**src/rtl/fighter_ctrl_if.sv**
```systemverilog
// fighter_ctrl_if: per-frame control inputs and registered fighter status outputs
//   master drives frame_tick, btn {block, attack, right, left} and hit
//   slave drives state, position, sprite and attack_active
interface fighter_ctrl_if #(
    parameter int POSITION_DEPTH     = 10,
    parameter int SPRITE_INDEX_DEPTH = 5
);
    logic                          frame_tick;
    logic [3:0]                    btn;
    logic                          hit;
    logic [2:0]                    state;
    logic [POSITION_DEPTH-1:0]     position;
    logic [SPRITE_INDEX_DEPTH-1:0] sprite;
    logic                          attack_active;
    modport master (output frame_tick, btn, hit, input state, position, sprite, attack_active);
    modport slave (input frame_tick, btn, hit, output state, position, sprite, attack_active);
endinterface

```
**src/rtl/fighter_ctrl.sv**
```systemverilog
// fighter_ctrl: per-frame fighter state machine with walking, attacking, blocking and hitstun
//   sys_clk : clock
//   rst     : asynchronous active-low reset
//   bus     : slave side of fighter_ctrl_if (frame_tick, btn, hit in; state, position, sprite, attack_active out)
module fighter_ctrl #(
    parameter int POSITION_DEPTH     = 10,
    parameter int SPRITE_INDEX_DEPTH = 5,
    parameter int POS_MIN            = 0,
    parameter int POS_MAX            = 576,
    parameter int START_POS          = 64,
    parameter int WALK_SPEED         = 4,
    parameter int ATTACK_FRAMES      = 12,
    parameter int ACTIVE_START       = 4,
    parameter int ACTIVE_END         = 7,
    parameter int HITSTUN_FRAMES     = 16,
    parameter int ANIM_DIV           = 4
) (
    input logic           sys_clk,
    input logic           rst,
    fighter_ctrl_if.slave bus
);
    localparam int PW = POSITION_DEPTH + 1;
    typedef enum logic [2:0] {IDLE = 3'd0, WALK_L, WALK_R, ATTACK, BLOCK, HITSTUN} state_t;
    state_t                        state_q, ns;
    logic [POSITION_DEPTH-1:0]     pos_q, pos_n;
    logic [PW-1:0]                 pos_x, pos_l, pos_r;
    logic [7:0]                    cnt_q, cnt_n, div_q, div_n;
    logic [1:0]                    ph_q, ph_n;
    logic                          pend_q, pend, entered, changed, div_wrap, act_q;
    logic [SPRITE_INDEX_DEPTH-1:0] spr_q;
    always_comb begin
        pend = pend_q | bus.hit;
        ns = state_q > HITSTUN               ? IDLE :
             pend && state_q == BLOCK        ? BLOCK :
             pend                            ? HITSTUN :
             state_q == ATTACK               ? (cnt_q == 8'(ATTACK_FRAMES - 1) ? IDLE : ATTACK) :
             state_q == HITSTUN              ? (cnt_q == 8'(HITSTUN_FRAMES - 1) ? IDLE : HITSTUN) :
             bus.btn[3]                      ? BLOCK :
             bus.btn[2]                      ? ATTACK :
             bus.btn[1:0] == 2'b01           ? WALK_L :
             bus.btn[1:0] == 2'b10           ? WALK_R : IDLE;
        changed = ns != state_q;
        // a hit taken while already in hitstun is a fresh entry for the frame counter
        entered = changed || (pend && ns == HITSTUN);
        cnt_n = entered ? 8'd0 : cnt_q + {7'd0, cnt_q != 8'hFF};
        div_wrap = div_q == 8'(ANIM_DIV - 1);
        div_n = changed || div_wrap ? 8'd0 : div_q + 8'd1;
        ph_n = changed ? 2'd0 : ph_q + {1'b0, div_wrap};
        // widened by one bit so a step past either bound is caught before it can wrap
        pos_x = {1'b0, pos_q};
        pos_l = pos_x - PW'(WALK_SPEED);
        pos_r = pos_x + PW'(WALK_SPEED);
        pos_n = ns == WALK_L ? (pos_x < PW'(POS_MIN) + PW'(WALK_SPEED) ? POSITION_DEPTH'(POS_MIN) : pos_l[POSITION_DEPTH-1:0]) :
                ns == WALK_R ? (pos_r > PW'(POS_MAX) ? POSITION_DEPTH'(POS_MAX) : pos_r[POSITION_DEPTH-1:0]) : pos_q;
    end
    always_ff @(posedge sys_clk or negedge rst) begin
        if (!rst) begin
            state_q <= IDLE;
            pos_q   <= POSITION_DEPTH'(START_POS);
            cnt_q   <= 8'd0;
            div_q   <= 8'd0;
            ph_q    <= 2'd0;
            pend_q  <= 1'b0;
            spr_q   <= '0;
            act_q   <= 1'b0;
        end else if (bus.frame_tick) begin
            state_q <= ns;
            pos_q   <= pos_n;
            cnt_q   <= cnt_n;
            div_q   <= div_n;
            ph_q    <= ph_n;
            pend_q  <= 1'b0;
            spr_q   <= SPRITE_INDEX_DEPTH'({ns, ph_n});
            act_q   <= ns == ATTACK && cnt_n >= 8'(ACTIVE_START) && cnt_n <= 8'(ACTIVE_END);
        end else begin
            pend_q  <= pend;
        end
    end
    assign bus.state         = state_q;
    assign bus.position      = pos_q;
    assign bus.sprite        = spr_q;
    assign bus.attack_active = act_q;
endmodule

```
**src/flat_wrapper.sv**
```systemverilog
// flat-port wrapper written by rule: the top's interface ports become plain ports
module fighter_ctrl_flat 
#(
    parameter int POSITION_DEPTH     = 10,
    parameter int SPRITE_INDEX_DEPTH = 5,
    parameter int POS_MIN            = 0,
    parameter int POS_MAX            = 576,
    parameter int START_POS          = 64,
    parameter int WALK_SPEED         = 4,
    parameter int ATTACK_FRAMES      = 12,
    parameter int ACTIVE_START       = 4,
    parameter int ACTIVE_END         = 7,
    parameter int HITSTUN_FRAMES     = 16,
    parameter int ANIM_DIV           = 4
)
  (sys_clk, rst, bus_frame_tick, bus_btn, bus_hit, bus_state, bus_position, bus_sprite, bus_attack_active);
  fighter_ctrl_if #(.POSITION_DEPTH(POSITION_DEPTH), .SPRITE_INDEX_DEPTH(SPRITE_INDEX_DEPTH)) bus_i ();
  input logic sys_clk;
  input logic rst;
  input wire logic [$bits(bus_i.frame_tick)-1:0] bus_frame_tick;
  input wire logic [$bits(bus_i.btn)-1:0] bus_btn;
  input wire logic [$bits(bus_i.hit)-1:0] bus_hit;
  output wire logic [$bits(bus_i.state)-1:0] bus_state;
  output wire logic [$bits(bus_i.position)-1:0] bus_position;
  output wire logic [$bits(bus_i.sprite)-1:0] bus_sprite;
  output wire logic [$bits(bus_i.attack_active)-1:0] bus_attack_active;
  assign bus_i.frame_tick = bus_frame_tick;
  assign bus_i.btn = bus_btn;
  assign bus_i.hit = bus_hit;
  assign bus_state = bus_i.state;
  assign bus_position = bus_i.position;
  assign bus_sprite = bus_i.sprite;
  assign bus_attack_active = bus_i.attack_active;
  fighter_ctrl #(.POSITION_DEPTH(POSITION_DEPTH), .SPRITE_INDEX_DEPTH(SPRITE_INDEX_DEPTH), .POS_MIN(POS_MIN), .POS_MAX(POS_MAX), .START_POS(START_POS), .WALK_SPEED(WALK_SPEED), .ATTACK_FRAMES(ATTACK_FRAMES), .ACTIVE_START(ACTIVE_START), .ACTIVE_END(ACTIVE_END), .HITSTUN_FRAMES(HITSTUN_FRAMES), .ANIM_DIV(ANIM_DIV)) u_core (.sys_clk(sys_clk), .rst(rst), .bus(bus_i));
endmodule
```
**config.mk**
```make
export PLATFORM = sky130hd
export DESIGN_NAME = fighter_ctrl_flat
export DESIGN_NICKNAME = d
export VERILOG_FILES = /design/src/rtl/fighter_ctrl_if.sv /design/src/rtl/fighter_ctrl.sv /design/src/flat_wrapper.sv
export SDC_FILE = /design/constraint.sdc
export NUM_CORES = 1
export LEC_CHECK = 0
export BUFFER_PORTS_ARGS = -buffer_cell sky130_fd_sc_hd__buf_2
export CORE_MARGIN = 1.5
export CORE_UTILIZATION = 53
export CTS_CLUSTER_SIZE = 28
export DETAILED_ROUTE_END_ITERATION = 16
export GPL_TIMING_DRIVEN = 0
export PLACE_DENSITY = 0.76
export SKIP_LAST_GASP = 1
export SLEW_MARGIN = 5
export SYNTH_ARGS = -nofsm -noshare
export SYNTH_HDL_FRONTEND = slang
export SYNTH_SLANG_ARGS = --single-unit
export TNS_END_PERCENT = 50
```
**constraint.sdc**
```tcl
create_clock -name sys_clk -period 2.9 [get_ports sys_clk]
set_input_delay 0.58 -clock sys_clk [delete_from_list [all_inputs] [get_ports sys_clk]]
set_output_delay 0.58 -clock sys_clk [all_outputs]
set_load 0.01 [all_outputs]
```
==> results.sh <==
export IMPL_status="finished clean"
export IMPL_timing_slew_headroom_pct=52.02
export IMPL_endpoint_kind="flop"
export IMPL_multiInputGateArea_um2=1481
export IMPL_rsz0062_at_grt="true"
export IMPL_irDropWorstVdd_mv=0.3499
export IMPL_final_util_pct=63.45
export IMPL_clkLatencyLatePin_ns=0.29
export IMPL_regArea_um2=778.2
export IMPL_vias=2238
export IMPL_intPower_uw=864.4
export IMPL_grt_total_usage_pct=23.18
export IMPL_synth_edf_count=0
export IMPL_power_share_sequential_pct=38.2
export IMPL_p_switching_uw=483.0
export IMPL_hold_path_class="in2async"
export IMPL_instances_no_fill=365
export IMPL_die_w_um=69.96
export IMPL_wl_um=5478
export IMPL_fin_crit_ns=2.859
export IMPL_clockRootBuffer="clkbuf_8"
export IMPL_power_density_nw_per_um2=491.0
export IMPL_num_io_pins=27
export IMPL_drv_slew=0
export IMPL_overflow=0
export IMPL_critPathLaunchType="flop"
export IMPL_drtIter0Drc=159
export IMPL_synth_main_ff_cell="dfrtp_1"
export IMPL_clockBufferDepth=2
export IMPL_die_area_um2=4894
export IMPL_row_count=24
export IMPL_synth_cell_type_count=66
export IMPL_ys_warnings_count=0
export IMPL_wire_per_inst_um=15.01
export IMPL_final_setup_viol_count=0
export IMPL_cts_htree_levels=2
export IMPL_worst_ep_arrival_time_ns=3.06
export IMPL_core_area_um2=4324
export IMPL_synth_area_leader_cell="dfrtp_1"
export IMPL_p_leak_uw=0.001167
export IMPL_dpl_hpwl_um=3754
export IMPL_dp_slack_ns=0.04098
export IMPL_worst_pin_slew_ns=0.7196
export IMPL_synth_commonest_cells="dfrtp_1, nor2_1, nand3_1"
export IMPL_crit_buf_inv=2
export IMPL_async_reset_ff_share_pct=100.0
export IMPL_nNetsFinal=326
export IMPL_cp_top_family="simple AND/OR/NAND/NOR gates"
export IMPL_syn_area_um2=2376
export IMPL_cts_tree="built"
export IMPL_antenna_left=0
export IMPL_portBuffers=24
export IMPL_worstSetupPathType="reg2reg"
export IMPL_path_cells="or2_2, or4_4, and3_4, buf_6, a211o_1, o211a_4, buf_6, or4_4, o221ai_2"
export IMPL_worst_slack_ns=0.04117
export IMPL_clkPwrFrac_pct=28.5
export IMPL_max_cap_violations=0
export IMPL_dieHeight_um=69.96
export IMPL_grt_pass1_wl_um=9315
export IMPL_area_growth_pct=15.48
export IMPL_start_util_pct=54.95
export IMPL_fmax_mhz=349.8
export IMPL_skew_ns=0.01181
export IMPL_synth_seq_cells=31
export IMPL_synthTopCellsByArea="dfrtp_1, nand3_1, nor2_1"
export IMPL_synth_top_cell_area_share_pct=31.60
export IMPL_power_frac_comb_pct=33.2
export IMPL_slowest_delay_ns=0.53
export IMPL_clk_pin_slew_worst_paths_ns=0.08
export IMPL_syn_inst=278
export IMPL_grt_max_degree=32
export IMPL_hold_slack_ns=0.3394
export IMPL_postCtsHoldBufs=0
export IMPL_cts_sinks=31
export IMPL_fin_setup_tns_ns=0
export IMPL_dp_cells=355
export IMPL_antenna_cells=0
export IMPL_crit_path_top_delay_cell="or4_4"
export IMPL_first_pass_iters=5
export IMPL_place_gp_congestion=0.8814
export IMPL_worstPathMaxFanout=7
export IMPL_layout_drive_gt1_share_pct=24.60
export IMPL_cts_buffers=5
export IMPL_crit_required_ns=3.10
export IMPL_remaining_drc_errors=0
export IMPL_finalHoldViolations=0
export IMPL_antenna_found_initial=0
export IMPL_finalCritPeriodShare_pct=98.58
export IMPL_via_per_inst=6.132
export IMPL_grt_pass1_vias=1982
export IMPL_syn_avg_cell_area_um2=8.547
export IMPL_netSwitchingFraction_pct=35.85
export IMPL_nFillCells=380
export IMPL_yosysMostFrequentCell="dfrtp_1"
export IMPL_ys_seq_area_share_pct=32.70
## power by group through the flow
stage	clock, uW	combinational, uW	sequential (uW)
final	384	448	515
after global routing	410	495	521
after CTS	391	425	514
after detailed placement	0	423	522
after global placement	0	418	521
after floorplan	0	304	524
## cells by family (layout without fill, tap and decap cells)
family                     count (synthesis)  count (layout)  synth area share (%)
AOI/OAI and AO/OA                         75              75                 24.75
xor gates and xnor gates                   8               8                 2.949
adders and majority gates                  6               6                 3.159
buffers and inverters                     34              68                 7.162
DFF                                       31              31                 32.70
muxes                                      4               4                 1.738
other                                      1               2                0.1578
and+or+nand+nor                          119             119                 27.38
## metal layers
metal  vias to the layer above  global-route usage, %  wire, um
met5                         -                      0         0
met2                        73                  35.98      2566
met4                         0                  7.051        56
met1                      1051                  32.99      2565
li1                       1108                      -         -
met3                         6                  4.329       289
## through the flow
step,cell area (um^2),power [uW]
after floorplan,2380,828.3
after global placement,2565,938.8
after detailed placement,2565,945.3
after CTS,2669,1330
after global routing,2744,1426
final,2744,1347
## path summary, 6_finish.rpt
kind / start / to / slack (ns) / cells past startpoint
worst max-delay path: u_core.cnt_q[4] / u_core.cnt_q[5] / 0.04 / 9
worst min-delay path: rst / u_core.bus.position[9] / 0.34 / 1
worst max register to register: u_core.cnt_q[4] / u_core.cnt_q[5] / 0.04 / 9
worst min register to register: u_core.bus.attack_active / u_core.bus.attack_active / 0.49 / 1
max in group asynchronous: rst / u_core.bus.sprite[4] / 2.05 / 1
min in group sys_clk: u_core.bus.attack_active / u_core.bus.attack_active / 0.49 / 1
## area by class of cell
class                   count  share of cell area, %
inverters                  11                  1.505
plain buffers              22                  4.879
multi-input cells         214                  53.99
clock inverters             1                 0.2736
clock buffers               7                  3.511
repair buffers             27                  5.107
flip-flops and latches     31                  28.36
well taps                  52                  2.371
## cells in the final DEF, fill, tap and decap left out, types with 3 or more instances in the layout
| cell | n |
|---|---|
| nand3_1 | 20 |
| buf_4 | 7 |
| a211oi_1 | 5 |
| buf_2 | 25 |
| a22o_1 | 5 |
| o221ai_2 | 3 |
| ha_1 | 6 |
| or2_2 | 3 |
| nor3_1 | 8 |
| o31ai_1 | 5 |
| nor3b_1 | 3 |
| o41ai_1 | 3 |
| a211o_1 | 3 |
| o2bb2ai_1 | 6 |
| nor2b_1 | 6 |
| nor2_1 | 23 |
| xnor2_1 | 6 |
| buf_6 | 4 |
| nand3b_1 | 3 |
| dfrtp_1 | 29 |
| o21ai_0 | 9 |
| mux2i_1 | 3 |
| nand2_1 | 18 |
| and3_2 | 3 |
| clkbuf_8 | 7 |
| o22ai_1 | 3 |
| or3_1 | 7 |
| a21oi_1 | 6 |
| clkbuf_1 | 9 |
| inv_1 | 11 |
| a31o_2 | 4 |
| nand4_1 | 5 |
## flip-flops by register name, summed over array words and instances, names as in the netlist
name,flops
u_core.bus.position,8
u_core.cnt_q,8
u_core.div_q,8
u_core.bus.sprite,5
u_core.bus.attack_active,1
u_core.pend_q,1
## timing repair
| item | in CTS | in global routing |
|---|---|---|
| endpoints found under the setup margin | 0 | 26 |
| buffers inserted | 0 | 2 |
| resized for setup | 0 | 17 |
(Power assumes the default switching activity.)
